--- src/rtl/dff_bank_pkg.sv ---
// Shared types and constants for the arbitrated register bank.
// FSM state encoding, hold counter sizing and a constant clog2 helper.
package dff_bank_pkg;

    typedef enum logic {
        ST_IDLE = 1'b0,
        ST_HOLD = 1'b1
    } state_e;

    localparam int unsigned HOLD_MAX = 15;
    localparam int unsigned CNT_W    = 4;

    // Index width for n items; never below 1 so n=1/2 still yield a legal vector.
    function automatic int unsigned clog2(input int unsigned n);
        int unsigned r;
        int unsigned v;
        r = 0;
        v = (n > 0) ? n - 1 : 0;
        while (v > 0) begin
            r = r + 1;
            v = v >> 1;
        end
        return (r == 0) ? 1 : r;
    endfunction

endpackage

--- src/rtl/dff_bank_arbiter_rr_pick.sv ---
// Combinational round-robin picker: first set request at or after ptr,
// scanning ptr, ptr+1, ... modulo NREQ.
module rr_pick
    import dff_bank_pkg::*;
#(
    parameter int unsigned NREQ = 4,
    parameter int unsigned PW   = clog2(NREQ)
) (
    input  logic [NREQ-1:0] req,
    input  logic [PW-1:0]   ptr,
    output logic            any,
    output logic [PW-1:0]   idx
);

    int unsigned cand;

    always_comb begin
        any  = 1'b0;
        idx  = '0;
        cand = 0;
        for (int unsigned k = 0; k < NREQ; k++) begin
            cand = (32'(ptr) + k) % NREQ;
            if (!any && req[PW'(cand)]) begin
                any = 1'b1;
                idx = PW'(cand);
            end
        end
    end

endmodule

--- src/rtl/dff_bank_arbiter.sv ---
// Shared WIDTH-bit register bank written by NREQ requesters under round-robin
// arbitration, with a hold window after each grant.
module dff_bank_arbiter
    import dff_bank_pkg::*;
#(
    parameter  int unsigned NREQ        = 4,
    parameter  int unsigned WIDTH       = 8,
    parameter  int unsigned HOLD_CYCLES = 2,
    localparam int unsigned PW          = clog2(NREQ)
) (
    input  logic                  clk,
    input  logic                  rst,
    input  logic [NREQ-1:0]       req,
    input  logic [NREQ*WIDTH-1:0] wdata,
    input  logic                  clr,
    output logic [NREQ-1:0]       gnt,
    output logic [WIDTH-1:0]      q,
    output logic                  q_valid,
    output logic [PW-1:0]         owner,
    output logic                  busy
);

    localparam logic [CNT_W-1:0] HOLD_LOAD =
        (HOLD_CYCLES == 0) ? '0 : CNT_W'(HOLD_CYCLES - 1);

    state_e            state_q, state_d;
    logic [CNT_W-1:0]  cnt_q,   cnt_d;
    logic [PW-1:0]     ptr_q,   ptr_d;
    logic [PW-1:0]     owner_q, owner_d;
    logic [NREQ-1:0]   gnt_q,   gnt_d;
    logic [WIDTH-1:0]  bank_q,  bank_d;
    logic              valid_q, valid_d;
    logic              busy_q,  busy_d;

    logic              pick_any;
    logic [PW-1:0]     pick_idx;
    logic [WIDTH-1:0]  pick_data;

    rr_pick #(
        .NREQ (NREQ),
        .PW   (PW)
    ) u_pick (
        .req (req),
        .ptr (ptr_q),
        .any (pick_any),
        .idx (pick_idx)
    );

    assign pick_data = wdata[32'(pick_idx) * WIDTH +: WIDTH];

    // Next-state: arbitrate in IDLE, count down in HOLD; clr overrides bank contents.
    always_comb begin
        state_d = state_q;
        cnt_d   = cnt_q;
        ptr_d   = ptr_q;
        owner_d = owner_q;
        gnt_d   = '0;
        bank_d  = bank_q;
        valid_d = valid_q;
        busy_d  = busy_q;

        case (state_q)
            ST_IDLE: begin
                if (pick_any && !clr) begin
                    gnt_d   = NREQ'(1) << pick_idx;
                    bank_d  = pick_data;
                    owner_d = pick_idx;
                    valid_d = 1'b1;
                    ptr_d   = (32'(pick_idx) == NREQ - 1) ? '0 : pick_idx + 1'b1;
                    if (HOLD_CYCLES != 0) begin
                        state_d = ST_HOLD;
                        cnt_d   = HOLD_LOAD;
                        busy_d  = 1'b1;
                    end
                end
            end
            ST_HOLD: begin
                if (cnt_q == '0) begin
                    state_d = ST_IDLE;
                    busy_d  = 1'b0;
                end else begin
                    cnt_d = cnt_q - 1'b1;
                end
            end
            default: begin
                state_d = ST_IDLE;
                busy_d  = 1'b0;
            end
        endcase

        if (clr) begin
            bank_d  = '0;
            valid_d = 1'b0;
        end
    end

    always_ff @(posedge clk or posedge rst) begin
        if (rst) begin
            state_q <= ST_IDLE;
            cnt_q   <= '0;
            ptr_q   <= '0;
            owner_q <= '0;
            gnt_q   <= '0;
            bank_q  <= '0;
            valid_q <= 1'b0;
            busy_q  <= 1'b0;
        end else begin
            state_q <= state_d;
            cnt_q   <= cnt_d;
            ptr_q   <= ptr_d;
            owner_q <= owner_d;
            gnt_q   <= gnt_d;
            bank_q  <= bank_d;
            valid_q <= valid_d;
            busy_q  <= busy_d;
        end
    end

    assign gnt     = gnt_q;
    assign q       = bank_q;
    assign q_valid = valid_q;
    assign owner   = owner_q;
    assign busy    = busy_q;

endmodule

--- config.mk ---
export PLATFORM = sky130hd
export DESIGN_NAME = dff_bank_arbiter
export DESIGN_NICKNAME = d
export VERILOG_FILES = /design/src/rtl/dff_bank_pkg.sv /design/src/rtl/dff_bank_arbiter_rr_pick.sv /design/src/rtl/dff_bank_arbiter.sv
export SDC_FILE = /design/constraint.sdc
export NUM_CORES = 1
export LEC_CHECK = 0
export BUFFER_PORTS_ARGS = -buffer_cell sky130_fd_sc_hd__buf_2
export CORE_ASPECT_RATIO = 1.4
export CORE_MARGIN = 2
export CORE_UTILIZATION = 45
export DETAILED_ROUTE_END_ITERATION = 8
export PLACE_DENSITY_LB_ADDON = 0.2
export SLEW_MARGIN = 30
export SYNTH_ARGS = -nofsm -noshare
export SYNTH_HDL_FRONTEND = slang
export SYNTH_SLANG_ARGS = --single-unit
--- constraint.sdc ---
create_clock -name clk -period 4.3 [get_ports clk]
set_input_delay 0.645 -clock clk [delete_from_list [all_inputs] [get_ports clk]]
set_output_delay 0.645 -clock clk [all_outputs]
set_load 0.01 [all_outputs]
==> results.md <==
- The flow ran to the end, and the final reports show no timing, DRC or antenna violations.
- The average size of a mapped cell is 10.5 sq um.
- The width of the chip is 48.1 microns.
- The critical setup path kind is flip-flop to flip-flop.
- 0 antenna diodes ended up in the layout.
- The clock net in this run drives a total of 23 sinks.
- The maximum number of pins on one net before global-route repair is 24.
- Synthesis produced a netlist with a net count of 159.
- The cell accounting for the most synthesized area is sky130_fd_sc_hd__dfrtp_1.
- The number of H-tree branching levels is 1.
- At the worst endpoint, the required time is 4.51 ns.
- The netlist uses 32 different library cells.
- The via total after detailed routing is 1,062.
- The maximum clock frequency is 471 MHz.
- In the final layout, flip-flops and latches occupy 576 sq um.
- The final-layout fill cell count is 247.
- No sink is reached through more buffers than the 2 on the longest clock path.
- The layout cell share with drive strength beyond 1 is 0.363.
- The initial utilization of the core area, before any placement, comes to 0.469.
- Buffers inserted during clock tree synthesis total 3.
- The total I/O pin count is 55.
- The most frequent cell on the critical path is sky130_fd_sc_hd__nand2_1.
- In this run the worst path has a maximum fanout of 18.
- The source-to-sink clock delay at the later pin of the worst-skew pair is 0.30 ns.
- After clock tree synthesis, the flow added hold-fix buffers numbering 0.
- Synthesis produced a netlist whose cell count is 117.
- The number of global-route vias before repair is 1,089.
- The die covers 3170 sq um.
- The total DRC errors in the routed layout is 0.
- The core outline area is 2620 sq um.
- Summed over all layers, the routed wires come to 2.65 mm.
- The number of failing setup endpoints in the final timing report is 0.
- The pre-antenna-repair detailed-routing pass consisted of 4 iterations.
- Walking the worst path, the cells encountered are mux2_4 > o221ai_4 > inv_1 > ha_1 > nand2_1 > nand2_1.
- The final critical-path required period is 2.12 ns.
- Counting flops with an async set or reset pin after synthesis yields a share of 1.00.
- The number of warnings reported in the yosys synthesis log is 0.
- The multi-input combinational cells in the finished layout cover a total of 592 sq um.
- The number of buffers inserted by post-CTS setup repair is 0.
- The post-synthesis sequential area ratio is 0.469.
- The global router's overall resource usage is 0.190.
- On the critical path, the stage with the largest delay is an instance of sky130_fd_sc_hd__o221ai_4.
- The first global-routing pass estimated 4.40 mm of wire.
- The post-synthesis instance area is 1230 sq um.
- In this run the remaining antenna-violating nets after routing total 0.
- The startpoint kind of the worst setup timing path is a flip-flop.
- The commonest cells after synthesis are sky130_fd_sc_hd__dfrtp_1, sky130_fd_sc_hd__nand2_1, sky130_fd_sc_hd__mux2i_1, sky130_fd_sc_hd__inv_1, sky130_fd_sc_hd__o221ai_1.
- The weighted congestion at the end of routability-driven global placement is 0.730.
- The worst setup path is captured at a flip-flop.
- The tree is rooted in a sky130_fd_sc_hd__clkbuf_4.
- Setup repair after global routing left no endpoint under its margin.
- In the routed layout, each cell is associated on average with a via count of 5.13.
- The number of placement rows is 22.
- Once placement completed, the tool counted placed cells totaling 203.
- The clock edge transition at the registers on the reported setup and hold paths is 0.11 ns.
- The count of pins over their slew limit is 0.
- The top cell type's share of synthesized area is 0.469.
- The initial antenna violation count is 0.
- The number of flops mapped to enable cells by yosys is 0.
- In the post-synthesis netlist, the cell with the most instances is sky130_fd_sc_hd__dfrtp_1.
- The classification of the worst-slack hold path is primary input to async pin.
- The residual overflow from global routing is 0.
- The number of hold violations in the final report came to 0.
- The post-detailed-placement half-perimeter wirelength is 2.12 mm.
- Yosys attributes the largest share of cell area to sky130_fd_sc_hd__dfrtp_1, sky130_fd_sc_hd__mux2i_1, sky130_fd_sc_hd__o221ai_1, sky130_fd_sc_hd__nand2_1, sky130_fd_sc_hd__ha_1.
- For the pin with the worst max-slew slack, the measured transition is 0.777 ns.
- For this design the static power due to leakage is 0.840 nW.
- The post-cts sizing count is 0.
- Data on the critical path arrives at its endpoint at 2.33 ns.
- The worst voltage drop across the vdd grid is 0.324 mV.
- The average detailed-routed wire length per instance is 12.8 microns.
- The number of synthesized register bits is 23.
- Relative to the synthesized area, the layout overhead comes to 25.4%.
- The number of port buffers is 54.
- In this run the tightest slew margin relative to its limit is 0.479.
- Leaving out filler cells and counting taps, the final layout contains 207.
- The first routing iteration left 8 violations.
- In the final timing run, aggregate negative setup slack is 0 ns.
- After the last flow step, the layout net total stands at 214.
- The CTS tree is yes.
- Of the available clock period, the critical path in the final layout requires 0.494.
- For this run, the slowest stage of the critical path takes 0.59 ns.
- The most instantiated flip-flop cell in the synthesis netlist is sky130_fd_sc_hd__dfrtp_1.
- The number of maximum-capacitance violations is 0.
- The power density of the placed cells is 528 nW/um^2.
- The height of the die is 65.8 microns.
- The setup skew after layout is 0.00278 ns.
## power breakdown
| group | switching, W | total [W] | internal, W |
|---|---|---|---|
| Clock | 0.0000580 | 0.0000942 | 0.0000362 |
| Sequential | 0.0000544 | 0.000347 | 0.000293 |
| Combinational | 0.000204 | 0.000371 | 0.000167 |
## final timing paths
| path | from | to | slack, ns | depth (start not counted) |
|---|---|---|---|---|
| hold reg to reg | q[7]$_DFFE_PP0P_ | q[7]$_DFFE_PP0P_ | 0.49 | 2 |
| setup reg to reg | ptr_q[1]$_DFFE_PP0P_ | ptr_q[1]$_DFFE_PP0P_ | 2.18 | 6 |
| min in group clk | q[7]$_DFFE_PP0P_ | q[7]$_DFFE_PP0P_ | 0.49 | 2 |
| setup / recovery | ptr_q[1]$_DFFE_PP0P_ | ptr_q[1]$_DFFE_PP0P_ | 2.18 | 6 |
| hold / removal | rst | gnt[0]$_DFF_PP0_ | 0.37 | 2 |
| max in group asynchronous | rst | owner[1]$_DFFE_PP0P_ | 3.56 | 2 |
## cell families (layout without fill, tap and decap cells)
kind of cell               Yosys count  after routing  share of synthesized area
muxes                               17             17                      0.143
DFF                                 23             23                      0.469
and+or+nand+nor                     40             40                      0.153
buffers and inverters               12             66                     0.0581
AOI/OAI and AO/OA                   20             20                      0.133
adders and majority gates            3              3                     0.0306
xor gates and xnor gates             2              2                     0.0143
## state kept, by name, summed over array words and instances (netlist names)
name,count
state_q,1
ptr_q,2
busy,1
cnt_q,4
gnt,4
owner,2
q_valid,1
q,8
## cell type report
cell class                 count  share of cell area
inverter                       8              0.0195
clock buffer                   4              0.0171
sequential                    23               0.374
timing repair buffer          54               0.176
tap                           36              0.0293
multi-input combinational     82               0.385
## layout by cell type, fill, tap and decap left out, types with 2 or more instances in the layout
master | synthesis | final
sky130_fd_sc_hd__buf_2 | 2 | 54
sky130_fd_sc_hd__dfrtp_1 | 23 | 23
sky130_fd_sc_hd__nand2_1 | 18 | 18
sky130_fd_sc_hd__mux2i_1 | 16 | 16
sky130_fd_sc_hd__o221ai_1 | 8 | 8
sky130_fd_sc_hd__inv_1 | 8 | 7
sky130_fd_sc_hd__nor2_1 | 7 | 7
sky130_fd_sc_hd__nand3_1 | 3 | 3
sky130_fd_sc_hd__a21oi_1 | 3 | 3
sky130_fd_sc_hd__ha_1 | 3 | 3
sky130_fd_sc_hd__clkbuf_4 | 0 | 3
sky130_fd_sc_hd__nor3_1 | 2 | 2
sky130_fd_sc_hd__nor2b_1 | 2 | 2
sky130_fd_sc_hd__and2_1 | 2 | 2
sky130_fd_sc_hd__xor2_1 | 2 | 2
## per-layer routing
layer,global-route usage,share of wire,vias to the layer above
li1,-,-,522
met1,0.220,0.41,497
met2,0.329,0.51,38
met3,0.0383,0.062,5
met4,0.0676,0.014,0
met5,0,0,-
## metrics by stage
step / setup slack (ns) / area, sq um / power (W) / hold slack, ns / util
6_report: 2.18 / 1540 / 0.000813 / 0.370 / 0.589
5_1_grt: 2.01 / 1540 / 0.000883 / 0.408 / 0.589
4_1_cts: 2.16 / 1540 / 0.000822 / 0.497 / 0.589
3_5_place_dp: 1.88 / 1510 / 0.000730 / 0.467 / 0.578
3_3_place_gp: 1.63 / 1500 / 0.000707 / 0.456 / 0.574
2_1_floorplan: 2.38 / 1230 / 0.000622 / 0.479 / -
## worst max-delay path, delay by kind of cell, from the launching register on
| family | cells | cell delay (ns) |
|---|---|---|
| compound gates | 1 | 0.59 |
| fa+ha+maj | 1 | 0.33 |
| buf+inv | 1 | 0.18 |
| flops | 1 | 0.47 |
| mux | 1 | 0.34 |
| simple gates | 2 | 0.11 |
No activity file was read; power rests on OpenSTA's default activity.
